## config.mk

```make
export PLATFORM = sky130hd
export DESIGN_NAME = acc_result_buffer
export DESIGN_NICKNAME = d
export VERILOG_FILES = /design/src/rtl/acc_result_buffer.sv
export SDC_FILE = /design/constraint.sdc
export NUM_CORES = 1
export LEC_CHECK = 0
export ABC_AREA = 1
export CAP_MARGIN = 0
export CORE_ASPECT_RATIO = 0.8
export CORE_UTILIZATION = 45
export CTS_BUF_LIST = sky130_fd_sc_hd__clkbuf_16
export CTS_CLUSTER_SIZE = 40
export DETAILED_ROUTE_END_ITERATION = 8
export GPL_TIMING_DRIVEN = 0
export PLACE_DENSITY = 0.69
export SETUP_SLACK_MARGIN = 0.1
export SLEW_MARGIN = 20
export SYNTH_ARGS = -nofsm -noshare
export SYNTH_HDL_FRONTEND = slang
export SYNTH_SLANG_ARGS = --single-unit
export TNS_END_PERCENT = 100
```

## constraint.sdc

```tcl
create_clock -name clock -period 6.3 [get_ports clock]
set_input_delay 1.89 -clock clock [delete_from_list [all_inputs] [get_ports clock]]
set_output_delay 1.89 -clock clock [all_outputs]
set_load 0.1 [all_outputs]
```

## src/rtl/acc_result_buffer.sv

```systemverilog
// ---------------------------------------------------------------------------
// acc_result_buffer
//
// Purpose:
//   This block sits after the difference accumulator. It catches every
//   one-cycle result pulse in a small FIFO, so a completed accumulation is
//   never lost while the consumer is stalled. Results leave through a
//   valid/ready handshake. The block also keeps a sticky flag for dropped
//   results and a saturating count of accepted results.
//
// Ports:
//   clock         system clock; all state changes on the rising edge
//   rst           synchronous, active-high reset; overrides every other input
//   in_valid      one-cycle pulse from the accumulator (result complete)
//   in_data       accumulated result, sampled when in_valid=1
//   out_valid     a head entry is available
//   out_data      value of the head entry; 0 when the FIFO is empty
//   out_ready     consumer takes the head this cycle when out_valid=1
//   count         current occupancy, 0..DEPTH
//   full          occupancy equals DEPTH
//   overflow      sticky; set when a result was dropped
//   overflow_clr  clears overflow (a drop in the same cycle wins)
//   accepted      total results written, saturating at all-ones
// ---------------------------------------------------------------------------
module acc_result_buffer #(
    parameter int DEPTH = 4,
    parameter int WIDTH = 8,
    parameter int CNT_W = 16
) (
    input  logic                     clock,
    input  logic                     rst,
    input  logic                     in_valid,
    input  logic [WIDTH-1:0]         in_data,
    output logic                     out_valid,
    output logic [WIDTH-1:0]         out_data,
    input  logic                     out_ready,
    output logic [$clog2(DEPTH):0]   count,
    output logic                     full,
    output logic                     overflow,
    input  logic                     overflow_clr,
    output logic [CNT_W-1:0]         accepted
);

    localparam int PTR_W = $clog2(DEPTH);
    localparam int CW    = PTR_W + 1;
    localparam logic [CW-1:0] FULL_CNT = CW'(DEPTH);

    logic [WIDTH-1:0] r_mem [DEPTH];
    logic [PTR_W-1:0] r_wrPtr;
    logic [PTR_W-1:0] r_rdPtr;
    logic [CW-1:0]    r_count;
    logic             r_overflow;
    logic [CNT_W-1:0] r_accepted;

    logic w_outValid;
    logic w_full;
    logic w_push;
    logic w_pop;
    logic w_drop;

    // Handshake decode. Empty and full come from the occupancy count, not
    // from comparing pointers, so both pointers can simply wrap. A push
    // into a full FIFO still succeeds when the head leaves on the same edge,
    // because the freed slot is the one the write pointer points at.
    always_comb begin
        w_outValid = (r_count != '0);
        w_full     = (r_count == FULL_CNT);
        w_pop      = w_outValid & out_ready;
        w_push     = in_valid & (~w_full | w_pop);
        w_drop     = in_valid & w_full & ~w_pop;
    end

    // Storage. It has no reset because its contents are don't-care until
    // the count says a slot is valid. Writes are blocked during reset so an
    // in_valid in the reset cycle leaves no trace.
    always_ff @(posedge clock) begin
        if (!rst && w_push) begin
            r_mem[r_wrPtr] <= in_data;
        end
    end

    // Control state: pointers, occupancy, sticky overflow and the accepted
    // counter. A drop and overflow_clr in the same cycle leave the flag set,
    // so a loss is never hidden by a clear that races with it.
    always_ff @(posedge clock) begin
        if (rst) begin
            r_wrPtr    <= '0;
            r_rdPtr    <= '0;
            r_count    <= '0;
            r_overflow <= 1'b0;
            r_accepted <= '0;
        end else begin
            if (w_push) begin
                r_wrPtr <= r_wrPtr + PTR_W'(1);
                if (r_accepted != '1) begin
                    r_accepted <= r_accepted + CNT_W'(1);
                end
            end
            if (w_pop) begin
                r_rdPtr <= r_rdPtr + PTR_W'(1);
            end
            r_count <= r_count + CW'(w_push) - CW'(w_pop);
            if (w_drop) begin
                r_overflow <= 1'b1;
            end else if (overflow_clr) begin
                r_overflow <= 1'b0;
            end
        end
    end

    // Outputs come straight from registered state. There is no bypass path,
    // so a result shows up on out_valid no earlier than one cycle after its
    // in_valid pulse. Keeping the head stable while stalled needs no extra
    // logic: rd_ptr only moves on a pop.
    always_comb begin
        out_valid = w_outValid;
        out_data  = w_outValid ? r_mem[r_rdPtr] : '0;
        count     = r_count;
        full      = w_full;
        overflow  = r_overflow;
        accepted  = r_accepted;
    end

endmodule
```

==> impl_metrics.yaml, run 1 <==
timing:
  drv_slew: 0
  fmax_mhz: 212
  worstMarginPinSlew_ns: 0.976
  setup_viol: 0
  relSlewSlack_pct: 34.7
  fin_crit_sh_pct: 75.0
  hold_slack_ns: 0.462
  period_needed_ns: 4.72
  setup-tns-final_ns: 0
  rsz0062_at_grt: "false"
  hold_viol: 0
  fin_skew_ns: 0.00766
setup_path:
  arrival_ns: 2.83
  crit_type: "flop to output pin"
  cp_cell_sequence: "buf_2 -> inv_2 -> clkbuf_1 -> o21ai_0 -> a21oi_1 -> clkdlybuf4s50_1"
  critPathMaxStageDelay_ns: 1.16
  path_max_fanout: 10
  required_ns: 4.41
  endpoint_kind: "output pin"
  worstSetupStartpointType: "flop"
  cp_slowest_cell: "clkdlybuf4s50_1"
cts:
  cts_resized: 0
  h-tree-depth: 3
  clk_pin_slew_ns: 0.06
  cts_max_path_buffers: 2
  clock_sink_count: 58
  postCtsHoldBufs: 0
  cts_root_buf: "clkbuf_16"
  cts_tree: "done"
  post-cts-setup-buffers: 0
  cts_made_buffers: 9
  clkLatencyLatePin_ns: 0.32
run:
  cap_violations: 0
power_and_ir_drop:
  p_sw_mw: 0.756
  powerDensity_nw_per_um2: 470
  p_leak_nw: 1.38
  switching_share_pct: 44.7
  combPwrFrac_pct: 42.8
  vdd_drop_max_uv: 212
  p_int_mw: 0.934
  clkPwrFrac_pct: 30.5
  seqPwrFrac_pct: 26.7
worst_hold_path:
  hold_class: "flop to flop"
floorplan:
  die_h_um: 72.1
  start_util_pct: 46.8
  fp.dieW_um: 89.6
  die_area_sq_um: 6460
  core_sq_um: 5910
  ios: 43
  rows: 25
global_routing:
  grt_pass1_vias: 2040
  grt_use_total_pct: 20.7
  grt_antenna_before_repair: 0
  grt_pass1_wl_um: 9730
  grt_max_degree: 12
  grt-ovfl-total: 0
synth:
  seq_area_frac_synth_pct: 53.6
  synth_fp_nets: 344
  synth_cells: 324
  yosysWarnings: 0
  yosysUniqueCellTypes: 29
  synth_top_area_share_pct: 34.8
  netlist_area_sq_um: 2770
  synth-seq-cells: 58
  synth_top_cell_by_area: "edfxtp_1"
  yosys-top-cells-area: "edfxtp_1 (35%), dfxtp_1 (19%), nor2_1 (10%)"
  synth.avg_cell_area_sq_um: 8.53
route:
  ant_nets: 0
  post_drt_wl_per_cell_um: 12.7
  drc: 0
  via_per_inst: 4.85
  first_pass_iters: 4
  initialDrtViolationCount: 126
  vias: 2241
  routed_wl_um: 5870
place:
  place.gp.congestion: 0.896
  place_hpwl_um: 4100
  placed_area_sq_um: 3280
  port_buffers: 41
layout:
  final_util_pct: 60.8
  n_antenna_cell: 0
  drive_gt1_share_pct: 11.8
  final_area_sq_um: 3590
  fill_cells: 491
  nets: 396
  area_growth_pct: 30.0
run_status:
  status: "finished, final reports clean"
## per-layer routing
metal	GRT usage, %	share of wire [%]
met2	30.5	43
met3	5.92	6.0
met5	0	0
met4	7.94	1.1
met1	29.0	50
## cell usage in the layout (no fill, tap or decap), types with 5 or more instances in the layout
cell             count
nor2_1              76
nand2_1             52
clkdlybuf4s50_1     41
edfxtp_1            32
inv_1               30
dfxtp_1             26
o21ai_0             25
a21oi_1             20
nand3_1             16
clkbuf_16            9
nor2_2               6
ha_1                 6
inv_2                5
## cell usage after synthesis
library cell,n
nor2_1,76
nand2_1,52
edfxtp_1,32
inv_1,30
dfxtp_1,26
o21ai_0,25
a21oi_1,20
nand3_1,16
ha_1,6
nor2_2,6
inv_2,5
nand2_2,4
buf_2,3
a21oi_2,2
buf_6,2
clkbuf_1,2
nand2_4,2
nor2_4,2
nor3_1,2
o21ai_1,2
and3_1,1
fa_1,1
nand3_2,1
nand3_4,1
nand4_1,1
nor2_8,1
or2_1,1
or2_2,1
xnor2_1,1
## cells by family after synthesis
group	synth area share (%)
and+or+nand+nor	27.2
xor gates and xnor gates	0.317
DFF	53.6
buffers and inverters	6.38
AOI/OAI and AO/OA	9.14
adders and majority gates	3.44
## sequential cells by signal, summed over array words and instances, names as in the netlist, named ones only
| signal | flops |
|---|---|
| accepted | 16 |
| overflow | 1 |
| r_mem | 32 |
| r_wrPtr | 2 |
| count | 3 |
| r_rdPtr | 2 |
## power by group through the flow
stage	Sequential [mW]	Combinational, mW	Clock (mW)
2_1_floorplan	0.548	0.471	0
3_3_place_gp	0.458	0.713	0
3_5_place_dp	0.459	0.723	0
4_1_cts	0.452	0.726	0.523
5_1_grt	0.456	0.765	0.543
6_report	0.451	0.723	0.516
## path summary, 6_finish.rpt
path | from | endpoint | slack [ns] | cells past startpoint
worst max-delay path | flop | out_data[0] | 1.58 | 6
worst min-delay path | r_rdPtr[1] | flop | 0.46 | 2
worst max register to register | count[0] | count[2] | 4.26 | 11
worst min register to register | r_rdPtr[1] | flop | 0.46 | 2
## worst max-delay path: cells and delay by family, from the launching register on
kind            cells  cell delay (ns)
flops               1             0.29
compound gates      2             0.37
buf+inv             4             1.83
## cell type report
cell class              count  area, sq um  area share [%]
clock buffers               9          225            6.27
inverters                  35          131            3.65
flip-flops and latches     58         1480            41.2
multi-input cells         224         1110            30.8
repair buffers             41          410            11.4
clock inverters             7         92.6            2.58
well taps                  81          101            2.82
plain buffers               7         45.0            1.25
## metrics by stage
stage | worst slack, ns | power (mW) | std cells
detailed placement | 1.90 | 1.18 | 446
floorplan | 0.852 | 1.02 | 324
finish | 1.58 | 1.69 | 462
CTS | 1.55 | 1.70 | 462
global route | 1.42 | 1.76 | 462
global placement | 1.97 | 1.17 | 446
Power figures use the tool's default switching activity.
==> inputs of run 2 (changes only) <==
--- a/config.mk
+++ b/config.mk
@@ -13,7 +13,7 @@
 export CTS_CLUSTER_SIZE = 40
 export DETAILED_ROUTE_END_ITERATION = 8
 export GPL_TIMING_DRIVEN = 0
-export PLACE_DENSITY = 0.69
+export PLACE_DENSITY = 0.71
 export SETUP_SLACK_MARGIN = 0.1
 export SLEW_MARGIN = 20
 export SYNTH_ARGS = -nofsm -noshare
==> constraint.sdc (replaced) <==
create_clock -name clock -period 3.9 [get_ports clock]
set_input_delay 1.17 -clock clock [delete_from_list [all_inputs] [get_ports clock]]
set_output_delay 1.17 -clock clock [all_outputs]
set_load 0.1 [all_outputs]
==> run 2 against run 1 <==
  * Die area is the same
  * Critical path depth is the same
  * Clock skew shrank 0.0032 ns
  * Non-clock buffer count is the same
  * Critical path type unchanged
  * Critical endpoint unchanged
==> impl_metrics.yaml, run 2 (synthesized netlist as in run 1, its figures left out) <==
setup_path:
  worst_r2r_path_depth: 11
  required_ns: 2.73
  endpoint: "out_data[0]"
  endpoint_kind: "output pin"
  path_max_fanout: 10
  reg2reg_slack_ns: 1.67
  arrival_ns: 2.51
  r2r_start: "count[0]"
  worstSetupStartpointType: "flop"
  crit_type: "flop to output pin"
  reg2reg_to: "count[2]"
global_routing:
  grt-ovfl-total: 0
  grt_use_total_pct: 20.7
  grt_max_degree: 12
  grt_pass1_vias: 2082
  grt_pass1_wl_um: 9760
  grt_antenna_before_repair: 0
floorplan:
  start_util_pct: 46.8
  ios: 43
  die_h_um: 72.1
  core_sq_um: 5910
  die_area_sq_um: 6460
  fp.dieW_um: 89.6
  rows: 25
cts:
  cts_max_path_buffers: 2
  h-tree-depth: 3
  clock_sink_count: 58
  clkLatencyLatePin_ns: 0.32
  clk_pin_slew_ns: 0.05
  cts_root_buf: "clkbuf_16"
  postCtsHoldBufs: 0
  cts_made_buffers: 9
  cts_resized: 8
  cts_tree: "done"
  post-cts-setup-buffers: 0
power_and_ir_drop:
  p_total_mw: 2.65
  powerDensity_nw_per_um2: 735
  vdd_drop_max_uv: 263
  p_leak_nw: 1.37
timing:
  period_needed_ns: 3.68
  fmax_mhz: 272
  hold_slack_ns: 0.464
  fin_crit_sh_pct: 94.4
  fin_skew_ns: 0.00449
  rsz0062_at_grt: "false"
  setup_viol: 0
  hold_viol: 0
  relSlewSlack_pct: 35.1
  setup-tns-final_ns: 0
  drv_slew: 0
  worstMarginPinSlew_ns: 0.971
place:
  placed_area_sq_um: 3370
  port_buffers: 41
  place_hpwl_um: 4270
  place.gp.congestion: 0.880
layout:
  layout_common_cells: "nor2_1 (76), nand2_1 (51), clkdlybuf4s50_1 (33)"
  largest_reg_flops: 32
  final_area_sq_um: 3600
  top_register: "r_mem"
  seqCellArea_sq_um: 1480
  final_util_pct: 61.0
  layout_commonest_cell: "nor2_1"
  nets: 396
  area_growth_pct: 30.4
  fill_cells: 482
  n_antenna_cell: 0
  drive_gt1_share_pct: 16.0
  multi_input_area_sq_um: 1200
worst_hold_path:
  hold_class: "flop to flop"
route:
  first_pass_iters: 5
  ant_nets: 0
  initialDrtViolationCount: 143
  vias: 2278
  drc: 0
  routed_wl_um: 6030
  via_per_inst: 4.93
  post_drt_wl_per_cell_um: 13.0
run_status:
  status: "finished, final reports clean"
run:
  cap_violations: 0
==> run 2: cell types whose count changed in the layout (fill, tap and decap cells not counted) <==
| cell | previous run | this run |
|---|---|---|
| nand2_1 | 52 | 51 |
| nand2_2 | 4 | 5 |
| clkinv_2 | 1 | 2 |
| clkdlybuf4s50_1 | 41 | 33 |
| bufinv_16 | 2 | 0 |
| a21oi_1 | 20 | 12 |
| a21oi_4 | 0 | 8 |
| clkbuf_2 | 0 | 7 |
| clkdlybuf4s15_1 | 0 | 1 |
| clkinvlp_4 | 2 | 3 |
==> run 2: cell type report <==
cell class | count | area share, %
Clock inverter | 7 | 1.25
Clock buffer | 9 | 6.25
Multi-Input combinational cell | 224 | 33.3
Inverter | 35 | 3.64
Tap cell | 81 | 2.81
Buffer | 7 | 1.25
Timing Repair Buffer | 41 | 10.4
Sequential cell | 58 | 41.1
==> run 2: worst max-delay path: stages, from the launching register on <==
cell and delay (ns):
dfxtp_1 0.29, buf_2 0.17, inv_2 0.13, clkbuf_1 0.38, o21ai_0 0.24, a21oi_4 0.15, clkdlybuf4s15_1 0.83
==> run 2: metrics by stage <==
stage	worst slack (ns)	instances
after floorplan	0.236	324
after global placement	0.224	446
after detailed placement	0.224	446
after CTS	0.153	462
after global routing	0.109	462
final	0.220	462
==> run 2: power breakdown <==
group | total (mW) | internal [mW] | switching [mW]
logic | 1.22 | 0.246 | 0.973
registers | 0.730 | 0.696 | 0.0340
clock network | 0.700 | 0.426 | 0.274
==> run 2: worst min path at each step <==
stage	start	to	slack (ns)	cells after the start
3_3_place_gp	r_rdPtr[1]	r_rdPtr[1]	0.45	2
3_5_place_dp	overflow	overflow	0.46	2
6_report	overflow	overflow	0.46	2
5_1_grt	r_rdPtr[1]	r_rdPtr[1]	0.50	2
2_1_floorplan	r_rdPtr[1]	flop	0.44	2
4_1_cts	overflow	overflow	0.47	2
==> run 2: layer usage <==
metal	vias to the layer above	global-route usage, %	share of wire, %
met5	-	0	0
met4	0	7.58	1.2
met3	8	6.60	5.9
met2	66	31.0	44
met1	1049	28.3	49
li1	1155	-	-
